$ cat src/rtl/mem_arbiter.sv
// mem_arbiter: two-port round-robin arbiter in front of one data memory.
// Define MEM_INIT_EN to add a power-up sweep writing data = addr to every word.
module mem_arbiter #(
   parameter int W = 8,
   parameter int A = 8
) (
   input  logic         Clk,
   input  logic         ResetN,
   input  logic         Req0,
   input  logic         Req1,
   input  logic         We0,
   input  logic         We1,
   input  logic [A-1:0] Addr0,
   input  logic [A-1:0] Addr1,
   input  logic [1:0]   Off0,
   input  logic [1:0]   Off1,
   input  logic [W-1:0] WData0,
   input  logic [W-1:0] WData1,
   output logic         Gnt0,
   output logic         Gnt1,
   output logic [W-1:0] RData,
   output logic         RValid0,
   output logic         RValid1,
   output logic         Busy,
   output logic         MemWriteEn,
   output logic [A-1:0] MemAddr,
   output logic [1:0]   MemOffset,
   output logic [W-1:0] MemDataIn,
   input  logic [W-1:0] MemDataOut
);

   typedef enum logic [1:0] {
      ST_IDLE   = 2'd0,
`ifdef MEM_INIT_EN
      ST_INIT   = 2'd2,
`endif
      ST_ACCESS = 2'd1
   } state_t;

`ifdef MEM_INIT_EN
   localparam state_t RESET_ST = ST_INIT;
`else
   localparam state_t RESET_ST = ST_IDLE;
`endif

   state_t       state_q, state_d;
   // port that wins when both request at once
   logic         prio_q, prio_d;
   logic         gnt0_q, gnt0_d;
   logic         gnt1_q, gnt1_d;
   logic         rvalid0_q, rvalid0_d;
   logic         rvalid1_q, rvalid1_d;
   logic [W-1:0] rdata_q, rdata_d;
   logic         we_q, we_d;
   logic [A-1:0] addr_q, addr_d;
   logic [1:0]   off_q, off_d;
   logic [W-1:0] din_q, din_d;
   logic         pick0, pick1;
`ifdef MEM_INIT_EN
   logic         busy_q, busy_d;
   logic [A-1:0] cnt_q, cnt_d;
`endif

   // choose which port, if any, is latched at the coming edge
   always_comb begin
      pick0 = 1'b0;
      pick1 = 1'b0;
      unique case (state_q)
         ST_IDLE: begin
            pick0 = Req0 && (!Req1 || !prio_q);
            pick1 = Req1 && (!Req0 || prio_q);
         end
         ST_ACCESS: begin
            // the port being served is masked for one cycle
            pick0 = gnt1_q && Req0;
            pick1 = gnt0_q && Req1;
         end
         default: ;
      endcase
   end

   // next-state, command latch, read capture and init sweep
   always_comb begin
      state_d   = state_q;
      prio_d    = prio_q;
      gnt0_d    = pick0;
      gnt1_d    = pick1;
      rvalid0_d = 1'b0;
      rvalid1_d = 1'b0;
      rdata_d   = rdata_q;
      we_d      = 1'b0;
      addr_d    = addr_q;
      off_d     = off_q;
      din_d     = din_q;
`ifdef MEM_INIT_EN
      busy_d    = 1'b0;
      cnt_d     = cnt_q;
`endif
      if (state_q == ST_ACCESS && !we_q) begin
         rdata_d   = MemDataOut;
         rvalid0_d = gnt0_q;
         rvalid1_d = gnt1_q;
      end
      if (pick0) begin
         state_d = ST_ACCESS;
         prio_d  = 1'b1;
         we_d    = We0;
         addr_d  = Addr0;
         off_d   = Off0;
         din_d   = WData0;
      end else if (pick1) begin
         state_d = ST_ACCESS;
         prio_d  = 1'b0;
         we_d    = We1;
         addr_d  = Addr1;
         off_d   = Off1;
         din_d   = WData1;
      end else if (state_q == ST_ACCESS) begin
         state_d = ST_IDLE;
      end
`ifdef MEM_INIT_EN
      if (state_q == ST_INIT) begin
         // counter wrapping back to zero marks the last word written
         if (busy_q && cnt_q == '0) begin
            state_d = ST_IDLE;
         end else begin
            busy_d = 1'b1;
            we_d   = 1'b1;
            addr_d = cnt_q;
            off_d  = '0;
            din_d  = W'(cnt_q);
            cnt_d  = cnt_q + A'(1);
         end
      end
`endif
   end

   // all state and outputs clear asynchronously, aborting any access
   always_ff @(posedge Clk or negedge ResetN) begin
      if (!ResetN) begin
         state_q   <= RESET_ST;
         prio_q    <= 1'b0;
         gnt0_q    <= 1'b0;
         gnt1_q    <= 1'b0;
         rvalid0_q <= 1'b0;
         rvalid1_q <= 1'b0;
         rdata_q   <= '0;
         we_q      <= 1'b0;
         addr_q    <= '0;
         off_q     <= '0;
         din_q     <= '0;
`ifdef MEM_INIT_EN
         busy_q    <= 1'b0;
         cnt_q     <= '0;
`endif
      end else begin
         state_q   <= state_d;
         prio_q    <= prio_d;
         gnt0_q    <= gnt0_d;
         gnt1_q    <= gnt1_d;
         rvalid0_q <= rvalid0_d;
         rvalid1_q <= rvalid1_d;
         rdata_q   <= rdata_d;
         we_q      <= we_d;
         addr_q    <= addr_d;
         off_q     <= off_d;
         din_q     <= din_d;
`ifdef MEM_INIT_EN
         busy_q    <= busy_d;
         cnt_q     <= cnt_d;
`endif
      end
   end

   assign Gnt0       = gnt0_q;
   assign Gnt1       = gnt1_q;
   assign RValid0    = rvalid0_q;
   assign RValid1    = rvalid1_q;
   assign RData      = rdata_q;
   assign MemWriteEn = we_q;
   assign MemAddr    = addr_q;
   assign MemOffset  = off_q;
   assign MemDataIn  = din_q;
`ifdef MEM_INIT_EN
   assign Busy       = busy_q;
`else
   assign Busy       = 1'b0;
`endif

endmodule

$ cat config.mk
export PLATFORM = sky130hd
export DESIGN_NAME = mem_arbiter
export DESIGN_NICKNAME = d
export VERILOG_FILES = /design/src/rtl/mem_arbiter.sv
export SDC_FILE = /design/constraint.sdc
export NUM_CORES = 1
export LEC_CHECK = 0
export CORE_ASPECT_RATIO = 2
export CORE_UTILIZATION = 40
export CTS_CLUSTER_DIAMETER = 50
export DETAILED_ROUTE_END_ITERATION = 7
export HOLD_SLACK_MARGIN = 0.06
export PLACE_DENSITY_LB_ADDON = 0.05
export SLEW_MARGIN = 10
export SYNTH_ARGS = -nofsm -noshare
export SYNTH_HDL_FRONTEND = slang
export SYNTH_SLANG_ARGS = --single-unit
$ cat constraint.sdc
create_clock -name Clk -period 1.9 [get_ports Clk]
set_clock_uncertainty 0.15 [all_clocks]
set_input_delay 0.475 -clock Clk [delete_from_list [all_inputs] [get_ports Clk]]
set_output_delay 0.475 -clock Clk [all_outputs]
set_load 0.02 [all_outputs]
# Word-level counts from Yosys, hierarchy flattened
# Cells that the tools add are included.
[classes] multipliers=0 n_bitwise=0 order_cmp=0 eq_ne=1 n_mux=17 n_shift=0 n_addsub=0 reduce_logical=14 div_mod_pow=0
[ops] cell="$mux W8" n=4
[ops] cell="$mux W2" n=5
[ops] cell="$mux W1" n=6
[ops] cell="$logic_and A1 B1 Y1" n=5
[ops] cell="$logic_not A1 Y1" n=4
[ops] cell="$pmux W1 S2" n=2
[ops] cell="$reduce_bool A3 Y1" n=1
[ops] cell="$eq A2 B1 Y1 const B" n=1
[ops] cell="$logic_not A2 Y1" n=1
[ops] cell="$logic_or A1 B1 Y1" n=2
[ops] cell="$reduce_bool A2 Y1" n=1
[word_totals] regBits=34 ram_bits=0 wordCells=43 romBits=0 memories=0 inputBits=50 latch_bits=0 output_inout_bits=32

# Longest topological paths before layout
[depth] ltp_word=6 ltp_mapped=7 ltp_nobuf=4

# Least setup slack after synthesis
# OpenSTA, ideal clock, no wires.
[synth_timing] path_kind="input to register" from="in Req1" to="reg addr_q[0] (netlist: MemAddr[0])" setup_slack_ns=0.172 path_buffers=4 setup_ns=0.082 arrival_ns=1.496 required_ns=1.668 path_stages=7 path_cell_list="buf_6 > a22o_1 > buf_6 > or2_1 > buf_6 > buf_6 > a31oi_1"
[synth_between] elab_chain_cells=5 word_cells_on_any_way=9 classes_between="mux: 3; reduce/logical: 6"
[synth_lines] element="from (decl)" line="10" text="input logic Req1,"
[synth_lines] element="$logic_not A1 Y1" line="70" text="pick0 = Req0 && (!Req1 || !prio_q);"
[synth_lines] element="$logic_or A1 B1 Y1" line="70"
[synth_lines] element="$logic_and A1 B1 Y1" line="70"
[synth_lines] element="$pmux W1 S2" line="68" text="unique case (state_q)"
[synth_lines] element="$mux W8 / $reduce_bool A2 Y1 (equally long branches)"
[synth_lines] element="to (signal assigned)" line="165" text="addr_q <= addr_d;"
[synth_lines] element="to (decl)" line="55" text="logic [A-1:0] addr_q, addr_d;"
# Parallel ways exist; a longest one is shown, timed or not.
# A chain may end at the register's enable or synchronous reset.

# Final worst setup path
[layout_timing] from="reg addr_q[4] (netlist: MemAddr[4])" to="out MemAddr[4]"
[layout_rtl] element="to (decl)" line="26" text="output logic [A-1:0] MemAddr,"
# No word-level cell between the ends.

==> results.cfg <==
[power_and_ir_drop]
power.density_nw_per_um2 = 1536
p_leak_uw = 0.001166
peakVddDrop_v = 0.0009573

[clocking]
h-tree-depth = 2
cts_tree = yes
postCtsSetupBuffers = 0
clockBufferDepth = 2
cts_made_buffers = 5
insertion_delay_ns = 0.28
ctsRootBufferMaster = clkbuf_8
clock_sinks = 33
clk_pin_slew_worst_paths_ns = 0.07

[yosys]
synth_area_sq_um = 1623
synth-edff-count = 0
synth_top_area_share_pct = 50.89
synth-main-ff-cell = dfrtp_1
synthArstFlopShare_pct = 100.0
ys.warnings.count = 0
ys_ff_latch = 33
syn_inst = 155
synth_area_leaders = dfrtp_1 51%, o31ai_1 7.9%, nand4_1 7.7%, a31oi_1 6.9%, mux2_2 5.6%
synth_nets = 205
avgSynthCellArea_sq_um = 10.47
yosys.cell_types.count = 31
yosysSeqAreaShare_pct = 50.89
yosysTopAreaCell = dfrtp_1

[route]
drt-total-wl_mm = 4.930
wl_met3_um = 257
wire_per_inst_um = 17.06
dr_total_vias = 1643
drc_errors = 0
drtIter0Drc = 45
drt_pass1_iterations = 4
vias_per_cell = 5.685
wl_met2_mm = 2.831
ant_nets = 0
highest_layer = met4
drt-met1-wl_mm = 1.761

[worst_setup_path]
cp_top_family = buffers and inverters
cp_max_fo = 2
path_buf_inv = 1
cp.arrival_ns = 1.25
critPathLaunchType = flop
timing_worst_setup_path_type = reg -> out
slowest_delay_ns = 0.61
end_kind = output pin
critPathSlowestCell = clkdlybuf4s50_1
crit_chain = clkdlybuf4s50_1
crit_required_ns = 1.27

[timing]
setup_ws_ns = 0.02221
final_max_slew_viol_count = 0
setup_violations = 0
holdWs_ns = 0.3568
fmax_mhz = 532.5
min_period_ns = 1.878
finalCritPeriodShare_pct = 98.83
hold_viol_final = 0

[placed_design]
hpwl_mm = 3.523
dp_slack_ns = -0.2278
gp_congestion = 0.7574
port_buffers = 80

[cells_and_area]
final_common_cell = clkdlybuf4s50_1
nNetsFinal = 287
final_layout_size_suffix_gt1_share_pct = 13.45
layout_common_cells = 63 x clkdlybuf4s50_1, 33 x dfrtp_1, 20 x nand4_1
num-fill-cells = 336
num_antenna_cells = 0
area_delta_synth_final_pct = 62.45

[floorplanning]
fp-row-count = 32
ios = 82
die_w_um = 47.04
chipHeight_um = 92.08
start_util_pct = 41.78
dieArea_sq_um = 4331
core_sq_um = 3884

[grt]
antenna_found_initial = 0
grtUsageTotal_pct = 25.31
grt_pass1_wl_mm = 7.886
overflow = 0
grt_pass1_vias = 1716
grt_max_degree = 34

[flow_run]
maxCapViolCount = 0

[min_path]
hold_class = reg -> reg

[run_status]
status = finished, final reports clean
worst paths after layout:
path / cells after the start / slack (ns) / to / startpoint
max: 1 / 0.02 / MemAddr[4] / MemAddr[4]$_DFFE_PN0P_
min: 1 / 0.36 / RData[4]$_DFFE_PN0P_ / RData[4]$_DFFE_PN0P_
max reg2reg: 3 / 0.33 / MemDataIn[0]$_DFFE_PN0P_ / state_q[0]$_DFFE_PN0P_
min reg2reg: 1 / 0.36 / RData[4]$_DFFE_PN0P_ / RData[4]$_DFFE_PN0P_
max in group asynchronous: 2 / 0.86 / MemDataIn[5]$_DFFE_PN0P_ / ResetN
min in group asynchronous: 2 / 0.44 / MemDataIn[0]$_DFFE_PN0P_ / ResetN
state kept, by name, indices dropped and copies added, names as in the netlist:
name	cells
RValid0	1
Gnt1	1
MemOffset	2
MemAddr	8
state_q	1
RData	8
MemDataIn	8
RValid1	1
MemWriteEn	1
prio_q	1
Gnt0	1
metrics by stage:
stage           TNS (ns)  power [uW]  std cells  area [sq um]  util, %
6_report               0        4049        289          2636    67.88
5_1_grt        -0.008076        4299        289          2636    67.88
4_1_cts                0        4114        289          2599    66.91
3_5_place_dp      -3.258        3610        281          2519    64.85
3_3_place_gp      -2.435        3514        281          2519    64.85
2_1_floorplan          0        2527        155          1623        -
synth_stat cells (2+ instances only):
library cell and instances:
buf_6 4, and2_1 2, buf_2 4, mux2_2 8, nor2b_1 2, dfrtp_1 33
nor3_1 17, inv_1 2, nand2b_1 2, a31oi_1 18, nand4_1 20, clkbuf_1 8
o31ai_1 17
report_power, final:
part / total [uW] / switching (uW) / internal (uW) / leakage, uW
Clock: 505 / 252 / 254 / 0.0000450
Combinational: 2300 / 1200 / 1100 / 0.000735
Sequential: 1240 / 201 / 1040 / 0.000386
Total: 4050 / 1650 / 2400 / 0.00117
metal layers:
| layer | vias to the layer above | GRT usage [%] |
|---|---|---|
| li1 | 758 | - |
| met5 | - | 0 |
| met4 | 0 | 8.571 |
| met3 | 7 | 5.118 |
| met2 | 59 | 45.02 |
| met1 | 819 | 27.74 |
cells by family after synthesis:
| logic type | after synthesis | share of synthesized area, % |
|---|---|---|
| AND/OR/NAND/NOR | 51 | 18.50 |
| AO/OA/AOI/OAI | 40 | 17.27 |
| other | 1 | 0.2311 |
| buffers and inverters | 22 | 7.555 |
| multiplexers | 8 | 5.551 |
| flip-flops | 33 | 50.89 |
final cells by class:
class	count	area, sq um	share of cell area (%)
clock buffer	6	72.57	2.753
clock inverter	2	10.01	0.3797
inverter	3	11.26	0.4271
multi-input combinational	100	674.4	25.58
sequential	33	825.8	31.32
tap	51	63.81	2.421
timing repair buffer	94	978.4	37.11
what timing repair did:
action / in CTS / in global routing
gates resized for setup: 2 / 15
endpoints found under the setup margin: 2 / 16
hold buffers: 0 / 0
(Power assumes the default switching activity.)
